[src/rtl/time_setter_if.sv]
`default_nettype none
// ============================================================================
// Module      : time_setter_if
// Description : Button inputs and BCD digit / strobe outputs of time_setter.
// Revision    : 1.0 - initial release
// ============================================================================
interface time_setter_if;
    logic       btnNext;
    logic       btnUp;
    logic       btnDown;
    logic       btnConfirm;
    logic       busy;
    logic [3:0] setHour10;
    logic [3:0] setHour1;
    logic [3:0] setMinute10;
    logic [3:0] setMinute1;
    logic [3:0] setSecond10;
    logic [3:0] setSecond1;
    logic       write;
    logic [2:0] cursor;
    logic       editing;
    logic       reject;

    modport master (
        output btnNext, btnUp, btnDown, btnConfirm, busy,
        input  setHour10, setHour1, setMinute10, setMinute1, setSecond10, setSecond1,
        input  write, cursor, editing, reject
    );

    modport slave (
        input  btnNext, btnUp, btnDown, btnConfirm, busy,
        output setHour10, setHour1, setMinute10, setMinute1, setSecond10, setSecond1,
        output write, cursor, editing, reject
    );
endinterface
`default_nettype wire

[src/rtl/time_setter.sv]
`default_nettype none
// ============================================================================
// Module      : time_setter
// Description : Push-button editor producing six BCD digits (HH:MM:SS) and a
//               one-cycle write strobe for the countdown time register.
// Revision    : 1.0 - initial release
// ============================================================================
module time_setter #(
    parameter int MAX_HOUR10    = 2,
    parameter int MAX_HOUR1_TOP = 3,
    parameter int REPEAT_CYCLES = 500000
) (
    input  wire logic     clock,
    input  wire logic     reset,
    time_setter_if.slave  bus
);

    localparam int             c_cnt_w    = (REPEAT_CYCLES > 0) ? $clog2(REPEAT_CYCLES + 1) : 1;
    localparam logic [c_cnt_w-1:0] c_cnt_last = (REPEAT_CYCLES > 0) ? c_cnt_w'(REPEAT_CYCLES - 1) : '0;
    localparam logic [3:0]     c_h10_max  = 4'(MAX_HOUR10);
    localparam logic [3:0]     c_h1_top   = 4'(MAX_HOUR1_TOP);
    localparam logic           c_rep_en   = (REPEAT_CYCLES > 0);

    typedef enum logic [1:0] {
        S_IDLE   = 2'd0,
        S_EDIT   = 2'd1,
        S_COMMIT = 2'd2
    } state_t;

    state_t             r_state;
    logic [5:0][3:0]    r_dig;          // [0]=H10 ... [5]=S1
    logic [2:0]         r_cursor;
    logic               r_write;
    logic               r_reject;
    logic               r_editing;
    logic               r_prev_next;
    logic               r_prev_up;
    logic               r_prev_down;
    logic               r_prev_conf;
    logic [c_cnt_w-1:0] r_rep_cnt;

    logic               w_next_p;
    logic               w_up_p;
    logic               w_dn_p;
    logic               w_conf_p;
    logic               w_hold_one;
    logic               w_rep_fire;
    logic               w_inc;
    logic               w_dec;
    logic [3:0]         w_cur;
    logic [3:0]         w_max;
    logic [3:0]         w_new;
    logic [5:0][3:0]    w_dig;
    logic [2:0]         w_cursor_nx;
    logic               w_all_zero;

    assign w_next_p   = bus.btnNext    & ~r_prev_next;
    assign w_up_p     = bus.btnUp      & ~r_prev_up;
    assign w_dn_p     = bus.btnDown    & ~r_prev_down;
    assign w_conf_p   = bus.btnConfirm & ~r_prev_conf;
    assign w_hold_one = bus.btnUp ^ bus.btnDown;

    // A repeat step only comes from a steady hold; the pressing edge itself steps via the pulse.
    assign w_rep_fire = c_rep_en && w_hold_one && !w_up_p && !w_dn_p && (r_rep_cnt == c_cnt_last);
    assign w_inc      = (w_up_p & ~w_dn_p) | (w_rep_fire & bus.btnUp);
    assign w_dec      = (w_dn_p & ~w_up_p) | (w_rep_fire & bus.btnDown);

    assign w_cursor_nx = (r_cursor >= 3'd5) ? 3'd0 : r_cursor + 3'd1;
    assign w_all_zero  = (r_dig == '0);

    always_comb begin
        w_cur = 4'd0;
        w_max = 4'd9;
        case (r_cursor)
            3'd0: begin w_cur = r_dig[0]; w_max = c_h10_max; end
            3'd1: begin w_cur = r_dig[1]; w_max = (r_dig[0] == c_h10_max) ? c_h1_top : 4'd9; end
            3'd2: begin w_cur = r_dig[2]; w_max = 4'd5; end
            3'd3: begin w_cur = r_dig[3]; w_max = 4'd9; end
            3'd4: begin w_cur = r_dig[4]; w_max = 4'd5; end
            3'd5: begin w_cur = r_dig[5]; w_max = 4'd9; end
            default: begin w_cur = 4'd0; w_max = 4'd9; end
        endcase
    end

    always_comb begin
        w_new = w_cur;
        if (w_inc) begin
            w_new = (w_cur >= w_max) ? 4'd0 : w_cur + 4'd1;
        end else if (w_dec) begin
            w_new = ((w_cur == 4'd0) || (w_cur > w_max)) ? w_max : w_cur - 4'd1;
        end
    end

    always_comb begin
        w_dig = r_dig;
        case (r_cursor)
            3'd0:    w_dig[0] = w_new;
            3'd1:    w_dig[1] = w_new;
            3'd2:    w_dig[2] = w_new;
            3'd3:    w_dig[3] = w_new;
            3'd4:    w_dig[4] = w_new;
            3'd5:    w_dig[5] = w_new;
            default: w_dig    = r_dig;
        endcase
        // Reaching the top hour decade shrinks the hour-units range immediately.
        if ((w_dig[0] == c_h10_max) && (w_dig[1] > c_h1_top)) begin
            w_dig[1] = c_h1_top;
        end
    end

    always_ff @(posedge clock or negedge reset) begin
        if (!reset) begin
            r_state     <= S_IDLE;
            r_dig       <= '0;
            r_cursor    <= 3'd0;
            r_write     <= 1'b0;
            r_reject    <= 1'b0;
            r_editing   <= 1'b0;
            r_prev_next <= 1'b0;
            r_prev_up   <= 1'b0;
            r_prev_down <= 1'b0;
            r_prev_conf <= 1'b0;
            r_rep_cnt   <= '0;
        end else begin
            r_prev_next <= bus.btnNext;
            r_prev_up   <= bus.btnUp;
            r_prev_down <= bus.btnDown;
            r_prev_conf <= bus.btnConfirm;
            r_write     <= 1'b0;
            r_reject    <= 1'b0;

            case (r_state)
                S_IDLE: begin
                    r_rep_cnt <= '0;
                    if (w_conf_p && !bus.busy) begin
                        r_state   <= S_EDIT;
                        r_cursor  <= 3'd0;
                        r_editing <= 1'b1;
                    end
                end

                S_EDIT: begin
                    if (bus.busy) begin
                        r_state   <= S_IDLE;
                        r_editing <= 1'b0;
                        r_rep_cnt <= '0;
                    end else if (w_conf_p) begin
                        r_rep_cnt <= '0;
                        if (w_all_zero) begin
                            r_reject <= 1'b1;
                        end else begin
                            r_state   <= S_COMMIT;
                            r_write   <= 1'b1;
                            r_editing <= 1'b0;
                        end
                    end else begin
                        r_dig <= w_dig;
                        if (w_next_p) begin
                            r_cursor  <= w_cursor_nx;
                            r_rep_cnt <= '0;
                        end else if (!c_rep_en || !w_hold_one || w_up_p || w_dn_p || w_rep_fire) begin
                            r_rep_cnt <= '0;
                        end else begin
                            r_rep_cnt <= r_rep_cnt + c_cnt_w'(1);
                        end
                    end
                end

                S_COMMIT: begin
                    r_state <= S_IDLE;
                end

                default: begin
                    r_state   <= S_IDLE;
                    r_editing <= 1'b0;
                    r_rep_cnt <= '0;
                end
            endcase
        end
    end

    assign bus.setHour10   = r_dig[0];
    assign bus.setHour1    = r_dig[1];
    assign bus.setMinute10 = r_dig[2];
    assign bus.setMinute1  = r_dig[3];
    assign bus.setSecond10 = r_dig[4];
    assign bus.setSecond1  = r_dig[5];
    assign bus.write       = r_write;
    assign bus.cursor      = r_cursor;
    assign bus.editing     = r_editing;
    assign bus.reject      = r_reject;

endmodule
`default_nettype wire

[src/flat_wrapper.sv]
// flat-port wrapper written by rule: the top's interface ports become plain ports
module time_setter_flat 
#(
    parameter int MAX_HOUR10    = 2,
    parameter int MAX_HOUR1_TOP = 3,
    parameter int REPEAT_CYCLES = 500000
)
  (clock, reset, bus_btnNext, bus_btnUp, bus_btnDown, bus_btnConfirm, bus_busy, bus_setHour10, bus_setHour1, bus_setMinute10, bus_setMinute1, bus_setSecond10, bus_setSecond1, bus_write, bus_cursor, bus_editing, bus_reject);
  time_setter_if bus_i ();
  input  wire logic clock;
  input  wire logic reset;
  input wire logic [$bits(bus_i.btnNext)-1:0] bus_btnNext;
  input wire logic [$bits(bus_i.btnUp)-1:0] bus_btnUp;
  input wire logic [$bits(bus_i.btnDown)-1:0] bus_btnDown;
  input wire logic [$bits(bus_i.btnConfirm)-1:0] bus_btnConfirm;
  input wire logic [$bits(bus_i.busy)-1:0] bus_busy;
  output wire logic [$bits(bus_i.setHour10)-1:0] bus_setHour10;
  output wire logic [$bits(bus_i.setHour1)-1:0] bus_setHour1;
  output wire logic [$bits(bus_i.setMinute10)-1:0] bus_setMinute10;
  output wire logic [$bits(bus_i.setMinute1)-1:0] bus_setMinute1;
  output wire logic [$bits(bus_i.setSecond10)-1:0] bus_setSecond10;
  output wire logic [$bits(bus_i.setSecond1)-1:0] bus_setSecond1;
  output wire logic [$bits(bus_i.write)-1:0] bus_write;
  output wire logic [$bits(bus_i.cursor)-1:0] bus_cursor;
  output wire logic [$bits(bus_i.editing)-1:0] bus_editing;
  output wire logic [$bits(bus_i.reject)-1:0] bus_reject;
  assign bus_i.btnNext = bus_btnNext;
  assign bus_i.btnUp = bus_btnUp;
  assign bus_i.btnDown = bus_btnDown;
  assign bus_i.btnConfirm = bus_btnConfirm;
  assign bus_i.busy = bus_busy;
  assign bus_setHour10 = bus_i.setHour10;
  assign bus_setHour1 = bus_i.setHour1;
  assign bus_setMinute10 = bus_i.setMinute10;
  assign bus_setMinute1 = bus_i.setMinute1;
  assign bus_setSecond10 = bus_i.setSecond10;
  assign bus_setSecond1 = bus_i.setSecond1;
  assign bus_write = bus_i.write;
  assign bus_cursor = bus_i.cursor;
  assign bus_editing = bus_i.editing;
  assign bus_reject = bus_i.reject;
  time_setter #(.MAX_HOUR10(MAX_HOUR10), .MAX_HOUR1_TOP(MAX_HOUR1_TOP), .REPEAT_CYCLES(REPEAT_CYCLES)) u_core (.clock(clock), .reset(reset), .bus(bus_i));
endmodule
[config.mk]
export PLATFORM = sky130hd
export DESIGN_NAME = time_setter_flat
export DESIGN_NICKNAME = d
export VERILOG_FILES = /design/src/rtl/time_setter_if.sv /design/src/rtl/time_setter.sv /design/src/flat_wrapper.sv
export SDC_FILE = /design/constraint.sdc
export NUM_CORES = 1
export LEC_CHECK = 0
export CAP_MARGIN = 10
export CORE_MARGIN = 1.5
export CORE_UTILIZATION = 45
export CTS_BUF_LIST = sky130_fd_sc_hd__clkbuf_4
export DETAILED_ROUTE_END_ITERATION = 10
export GPL_ROUTABILITY_DRIVEN = 1
export PLACE_DENSITY = 0.66
export SYNTH_ARGS = -nofsm -noshare
export SYNTH_HDL_FRONTEND = slang
export SYNTH_SLANG_ARGS = --single-unit
[constraint.sdc]
create_clock -name clock -period 6.6 [get_ports clock]
set_input_delay 1.32 -clock clock [delete_from_list [all_inputs] [get_ports clock]]
set_output_delay 1.32 -clock clock [all_outputs]
set_load 0.02 [all_outputs]
==> flow_metrics.env, run 1 <==
export IMPL_status="complete, no violations"
export IMPL_synth_xor_area_share_pct=3.93
export IMPL_vias_per_cell=5.88
export IMPL_synth_mux_area_share_pct=6.44
export IMPL_crit_buf_inv=2
export IMPL_synthSimpleGateAreaFrac_pct=22.9
export IMPL_end_kind="register"
export IMPL_whs_ns=0.494
export IMPL_skew_ns=0.0125
export IMPL_netlist_top_cells_count="dfrtp_1 (55), nand2_1 (43), nor2_1 (34), o21ai_0 (25), nand3_1 (23)"
export IMPL_min_to="u_core.r_state[0]"
export IMPL_max_stage_delay_ns=0.88
export IMPL_syn_area_per_cell_um2=9.13
export IMPL_grt_max_degree=56
export IMPL_postRouteAntennaNets=0
export IMPL_place_hpwl_mm=6.12
export IMPL_r2r_cells=15
export IMPL_vdd_ir_drop_max_v=0.000127
export IMPL_die_area_um2=7960
export IMPL_synth_compound_gate_area_share_pct=18.0
export IMPL_worstHoldPathType="register to register"
export IMPL_drtPass1Iterations=5
export IMPL_critPathMaxFanout=23
export IMPL_rsz0062_at_grt="false"
export IMPL_syn_inst=366
export IMPL_yosysTopAreaCellShare_pct=41.2
export IMPL_max_cap_violations=0
export IMPL_area_delta_synth_final_pct=14.8
export IMPL_reg2reg_from="u_core.bus.cursor[2]"
export IMPL_power_density_nw_per_um2=277
export IMPL_portBuffers=36
export IMPL_start_kind="register"
export IMPL_ys_flop_type="dfrtp_1"
export IMPL_seqCellArea_um2=1380
export IMPL_antenna_found_initial=0
export IMPL_die_x_um=89.2
export IMPL_finalWirelength_mm=8.29
export IMPL_cts_resized=0
export IMPL_finalMaxSlewViolations=0
export IMPL_clk_pin_slew_ns=0.16
export IMPL_grt_util_all_layers_pct=22.2
export IMPL_holdPathStages=1
export IMPL_crit_required_ns=6.91
export IMPL_ys_seq_area_share_pct=41.2
export IMPL_timing_final_crit_share_pct=72.2
export IMPL_root_buffer="clkbuf_4"
export IMPL_slew_headroom_pct=25.0
export IMPL_synth_top_family_by_area="simple AND/OR/NAND/NOR gates"
export IMPL_setup_violations_final=0
export IMPL_yosysTopAreaCell="dfrtp_1"
export IMPL_worst_slew_pin_slew_ns=1.12
export IMPL_post_cts_repair_setup_buffers=0
export IMPL_hold_buffers=0
export IMPL_path_cells="inv_1, ha_1, a222oi_1, nand2_2, inv_1, ha_1, nand2b_1, a2111oi_2, o21ai_0, a211oi_1, and2_1, o22ai_1, o41ai_4, o2111ai_1, a22oi_1"
export IMPL_htree_num_levels=2
export IMPL_core_area_um2=7210
export IMPL_crit_family="compound AO/OA/AOI/OAI gates"
export IMPL_nets=417
export IMPL_syn_area_um2=3340
export IMPL_synth_edff_count=0
export IMPL_clk_path_buf_depth=2
export IMPL_layout_min_cycle_time_ns=4.77
export IMPL_multi_input_area_um2=1870
export IMPL_drtIter0Drc=262
export IMPL_drive_gt1_share_pct=9.25
export IMPL_synthTopCellsByArea="dfrtp_1 (41%), mux2_2 (5.4%), nand2_1 (4.8%), ha_1 (4.1%), nor2_1 (3.8%)"
export IMPL_ys_warnings_count=0
export IMPL_ys_types=63
export IMPL_nFillCells=706
export IMPL_crit_type="register to register"
export IMPL_start_util_pct=46.3
export IMPL_yosys_area_share_adder_pct=4.45
export IMPL_grt_pass1_wl_mm=13.6
export IMPL_post_synth_top_count_cell="dfrtp_1"
export IMPL_die_h_um=89.2
export IMPL_syn_nets=384
export IMPL_cts_made_buffers=5
export IMPL_fmax_mhz=210
export IMPL_num_rows=31
export IMPL_worstSkewPairLatency_ns=0.38
export IMPL_r2r_setup_slack_ns=1.83
export IMPL_cts_sinks=55
export IMPL_hold_viol_final=0
export IMPL_hp_start="u_core.r_state[1]"
export IMPL_gp_congestion=0.916
export IMPL_r2r_end="u_core.bus.setHour1[1]"
export IMPL_grt_ovfl_total=0
export IMPL_n_antenna_cell=0
export IMPL_crit_start="u_core.bus.cursor[2]"
export IMPL_cp_slowest_cell="dfrtp_1"
export IMPL_ys_seq_elements=55
export IMPL_arrival_ns=5.07
export IMPL_wl_per_cell_um=16.6
export IMPL_p_leak_nw=1.57
export IMPL_first_global_vias=2659
export IMPL_async_flop_share_pct=100
export IMPL_cts_tree="yes"
export IMPL_fin_setup_tns_ns=0
export IMPL_ios=37
export IMPL_drc=0
export IMPL_vias=2933
==> layout make-up <==
| cell class | instances | area share, % |
|---|---|---|
| multi-input cells | 286 | 48.6 |
| flip-flops and latches | 55 | 35.9 |
| repair buffers | 37 | 9.45 |
| well taps | 99 | 3.23 |
| inverters | 14 | 1.37 |
| clock buffers | 6 | 1.17 |
| clock inverters | 2 | 0.326 |
==> layer usage <==
| layer | GRT usage (%) | vias to the layer above | wire length (µm) |
|---|---|---|---|
| met5 | 0 | - | 0 |
| met4 | 5.87 | 0 | 102 |
| met3 | 4.25 | 10 | 400 |
| met2 | 33.7 | 88 | 3810 |
| met1 | 32.5 | 1436 | 3980 |
| li1 | - | 1399 | - |
==> logic make-up (layout without fill, tap and decap cells) <==
group	Yosys count	in the layout
fa+ha+maj	12	12
compound gates	83	83
mux	19	19
flops	55	55
xor+xnor	15	15
simple gates	157	157
buf+inv	25	59
==> how the worst max path moves through the flow <==
stage	end	cells after the start
floorplan	u_core.bus.setHour1[0]	17
global placement	u_core.bus.setHour1[1]	15
detailed placement	u_core.bus.setHour1[1]	15
CTS	u_core.bus.setHour1[1]	15
global route	u_core.bus.setHour1[1]	15
finish	u_core.bus.setHour1[1]	15
==> cell usage in the layout (no fill, tap or decap), drive strengths merged, types with 6 or more instances in the layout <==
master,synthesis,routed
xnor2,6,6
nor2,35,35
a21oi,9,9
nor2b,13,13
ha,11,11
dfrtp,55,55
nor4,6,6
nand3,23,23
clkbuf,10,6
nor3,10,10
nand2,44,44
mux2,17,17
o21ai,26,26
clkdlybuf4s50,0,35
o31ai,6,6
inv,14,14
xor2,9,9
==> worst register-to-register path, stage by stage, from the launching register on <==
cell	delay [ns]
dfrtp_1	0.88
inv_1	0.16
ha_1	0.31
a222oi_1	0.47
nand2_2	0.18
inv_1	0.12
ha_1	0.24
nand2b_1	0.16
a2111oi_2	0.40
o21ai_0	0.13
a211oi_1	0.43
and2_1	0.19
o22ai_1	0.22
o41ai_4	0.45
o2111ai_1	0.20
a22oi_1	0.18
==> power by group <==
group          internal (W)  switching, W
Combinational      0.000208      0.000295
Clock             0.0000455      0.000106
Sequential         0.000364     0.0000431
Total              0.000618      0.000444
==> state kept, by name, summed over array words and instances, names as in the netlist <==
signal	count
u_core.bus.setSecond1	4
u_core.bus.reject	1
u_core.r_prev_next	1
u_core.r_prev_down	1
u_core.bus.editing	1
u_core.bus.setHour10	4
u_core.r_state	2
u_core.r_prev_up	1
u_core.bus.setSecond10	4
u_core.bus.setHour1	4
u_core.r_rep_cnt	19
u_core.bus.write	1
u_core.bus.setMinute10	4
u_core.bus.cursor	3
u_core.r_prev_conf	1
u_core.bus.setMinute1	4
==> through the flow <==
step | setup WS, ns | area, µm² | cells | power (W) | util (%)
6_report | 1.83 | 3840 | 499 | 0.00106 | 53.2
5_1_grt | 1.47 | 3840 | 499 | 0.00113 | 53.2
4_1_cts | 1.90 | 3840 | 499 | 0.00106 | 53.2
3_5_place_dp | 1.95 | 3780 | 491 | 0.000910 | 52.4
3_3_place_gp | 2.16 | 3780 | 491 | 0.000905 | 52.4
2_1_floorplan | 2.41 | 3340 | 366 | 0.000751 | -
No activity file was read; power rests on OpenSTA's default activity.
==> inputs of run 2 (changes only) <==
- clock period: 6.6 -> 5 ns (I/O delays scaled with it)
==> flow_metrics.env, run 2 (synthesis results as in run 1) <==
export IMPL_num_rows=31
export IMPL_power_density_nw_per_um2=367
export IMPL_dpl_cell_count=492
export IMPL_drtPass1Iterations=5
export IMPL_die_area_um2=7960
export IMPL_max_cap_violations=0
export IMPL_worstHoldPathType="register to register"
export IMPL_grt_util_all_layers_pct=21.9
export IMPL_top_register="u_core.r_rep_cnt"
export IMPL_layout_cells_non_filler=500
export IMPL_place_hpwl_mm=6.14
export IMPL_start_util_pct=46.3
export IMPL_p_leak_nw=1.58
export IMPL_rsz0062_at_grt="false"
export IMPL_cts_tree="yes"
export IMPL_arrival_ns=4.80
export IMPL_drc=0
export IMPL_drtIter0Drc=275
export IMPL_skew_ns=0.0143
export IMPL_cts_made_buffers=5
export IMPL_first_global_vias=2708
export IMPL_finalWirelength_mm=8.29
export IMPL_crit_type="register to register"
export IMPL_wl_per_cell_um=16.6
export IMPL_core_area_um2=7210
export IMPL_post_cts_repair_setup_buffers=0
export IMPL_cts_sinks=55
export IMPL_critPathMaxFanout=7
export IMPL_worst_slew_pin_slew_ns=1.08
export IMPL_nets=418
export IMPL_fin_setup_tns_ns=0
export IMPL_drive_gt1_share_pct=9.23
export IMPL_root_buffer="clkbuf_4"
export IMPL_finalMaxSlewViolations=0
export IMPL_postRouteAntennaNets=0
export IMPL_whs_ns=0.508
export IMPL_vdd_ir_drop_max_v=0.000153
export IMPL_hold_buffers=0
export IMPL_nFillCells=692
export IMPL_crit_required_ns=5.31
export IMPL_area_delta_synth_final_pct=15.0
export IMPL_htree_num_levels=2
export IMPL_grt_max_degree=56
export IMPL_ios=37
export IMPL_setup_violations_final=0
export IMPL_slew_headroom_pct=27.5
export IMPL_fmax_mhz=223
export IMPL_gp_congestion=0.913
export IMPL_hold_viol_final=0
export IMPL_end_kind="register"
export IMPL_final_common_cell="dfrtp_1"
export IMPL_grt_pass1_wl_mm=13.6
export IMPL_timing_final_crit_share_pct=89.9
export IMPL_largest_reg_flops=19
export IMPL_n_antenna_cell=0
export IMPL_worstSkewPairLatency_ns=0.38
export IMPL_utilization_pct=53.3
export IMPL_clk_pin_slew_ns=0.16
export IMPL_die_h_um=89.2
export IMPL_grt_ovfl_total=0
export IMPL_cts_resized=0
export IMPL_layout_min_cycle_time_ns=4.49
export IMPL_vias=2913
export IMPL_die_x_um=89.2
export IMPL_clk_path_buf_depth=2
export IMPL_start_kind="register"
export IMPL_portBuffers=36
export IMPL_antenna_found_initial=0
export IMPL_vias_per_cell=5.83
export IMPL_status="complete, no violations"
export IMPL_most_common_layout_cells="dfrtp_1 (55), nand2_1 (43), clkdlybuf4s50_1 (35)"
run 2: path summary, 6_finish.rpt:
path	start	cells past startpoint	slack, ns	end
setup / recovery	u_core.bus.cursor[0]	16	0.51	u_core.bus.setHour1[1]
max in group asynchronous	reset	2	3.83	u_core.bus.setSecond1[0]
min in group asynchronous	reset	2	0.72	u_core.bus.setHour1[1]
hold reg to reg	u_core.r_state[1]	1	0.51	u_core.r_state[0]
setup reg to reg	u_core.bus.cursor[0]	16	0.51	u_core.bus.setHour1[1]
hold / removal	u_core.r_state[1]	1	0.51	u_core.r_state[0]
run 2: through the flow:
step	setup slack [ns]	power [W]	instance area, µm²
2_1_floorplan	0.808	0.000991	3340
3_3_place_gp	0.730	0.00120	3790
6_report	0.507	0.00141	3850
4_1_cts	0.573	0.00140	3850
3_5_place_dp	0.617	0.00121	3790
5_1_grt	0.0751	0.00150	3850
run 2: worst max-delay path, stage by stage (launching register included):
cell and delay, ns:
dfrtp_1 0.49, inv_1 0.09, ha_1 0.29, nor2b_1 0.20
a222oi_1 0.48, nand2_2 0.19, inv_1 0.12, ha_1 0.24
nand2b_1 0.16, a2111oi_2 0.38, o21ai_0 0.15, a211oi_1 0.39
and2_1 0.19, o22ai_1 0.22, o41ai_4 0.43, o2111ai_1 0.21
a22oi_1 0.19
run 2: area by class of cell:
cell class / instances / area, µm² / area share (%)
Tap cell: 99 / 124 / 3.22
Inverter: 14 / 52.6 / 1.37
Clock buffer: 5 / 37.5 / 0.976
Clock inverter: 3 / 20.0 / 0.520
Timing Repair Buffer: 38 / 370 / 9.63
Multi-Input combinational cell: 286 / 1870 / 48.5
Sequential cell: 55 / 1380 / 35.8
run 2: routing by layer:
metal  GRT usage (%)  part of all wire (%)  vias up
met3            3.32                   4.3       16
li1                -                     -     1401
met2            32.1                    44       81
met4            6.15                   1.8        0
met1            33.4                    50     1415
met5               0                     0        -
run 2: report_power, final:
| group | internal, W | leakage, nW | total [W] | switching, W |
|---|---|---|---|---|
| logic | 0.000276 | 0.813 | 0.000676 | 0.000401 |
| registers | 0.000480 | 0.735 | 0.000536 | 0.0000557 |
| clock network | 0.0000544 | 0.0288 | 0.000199 | 0.000144 |
| total | 0.000810 | 1.58 | 0.00141 | 0.000601 |
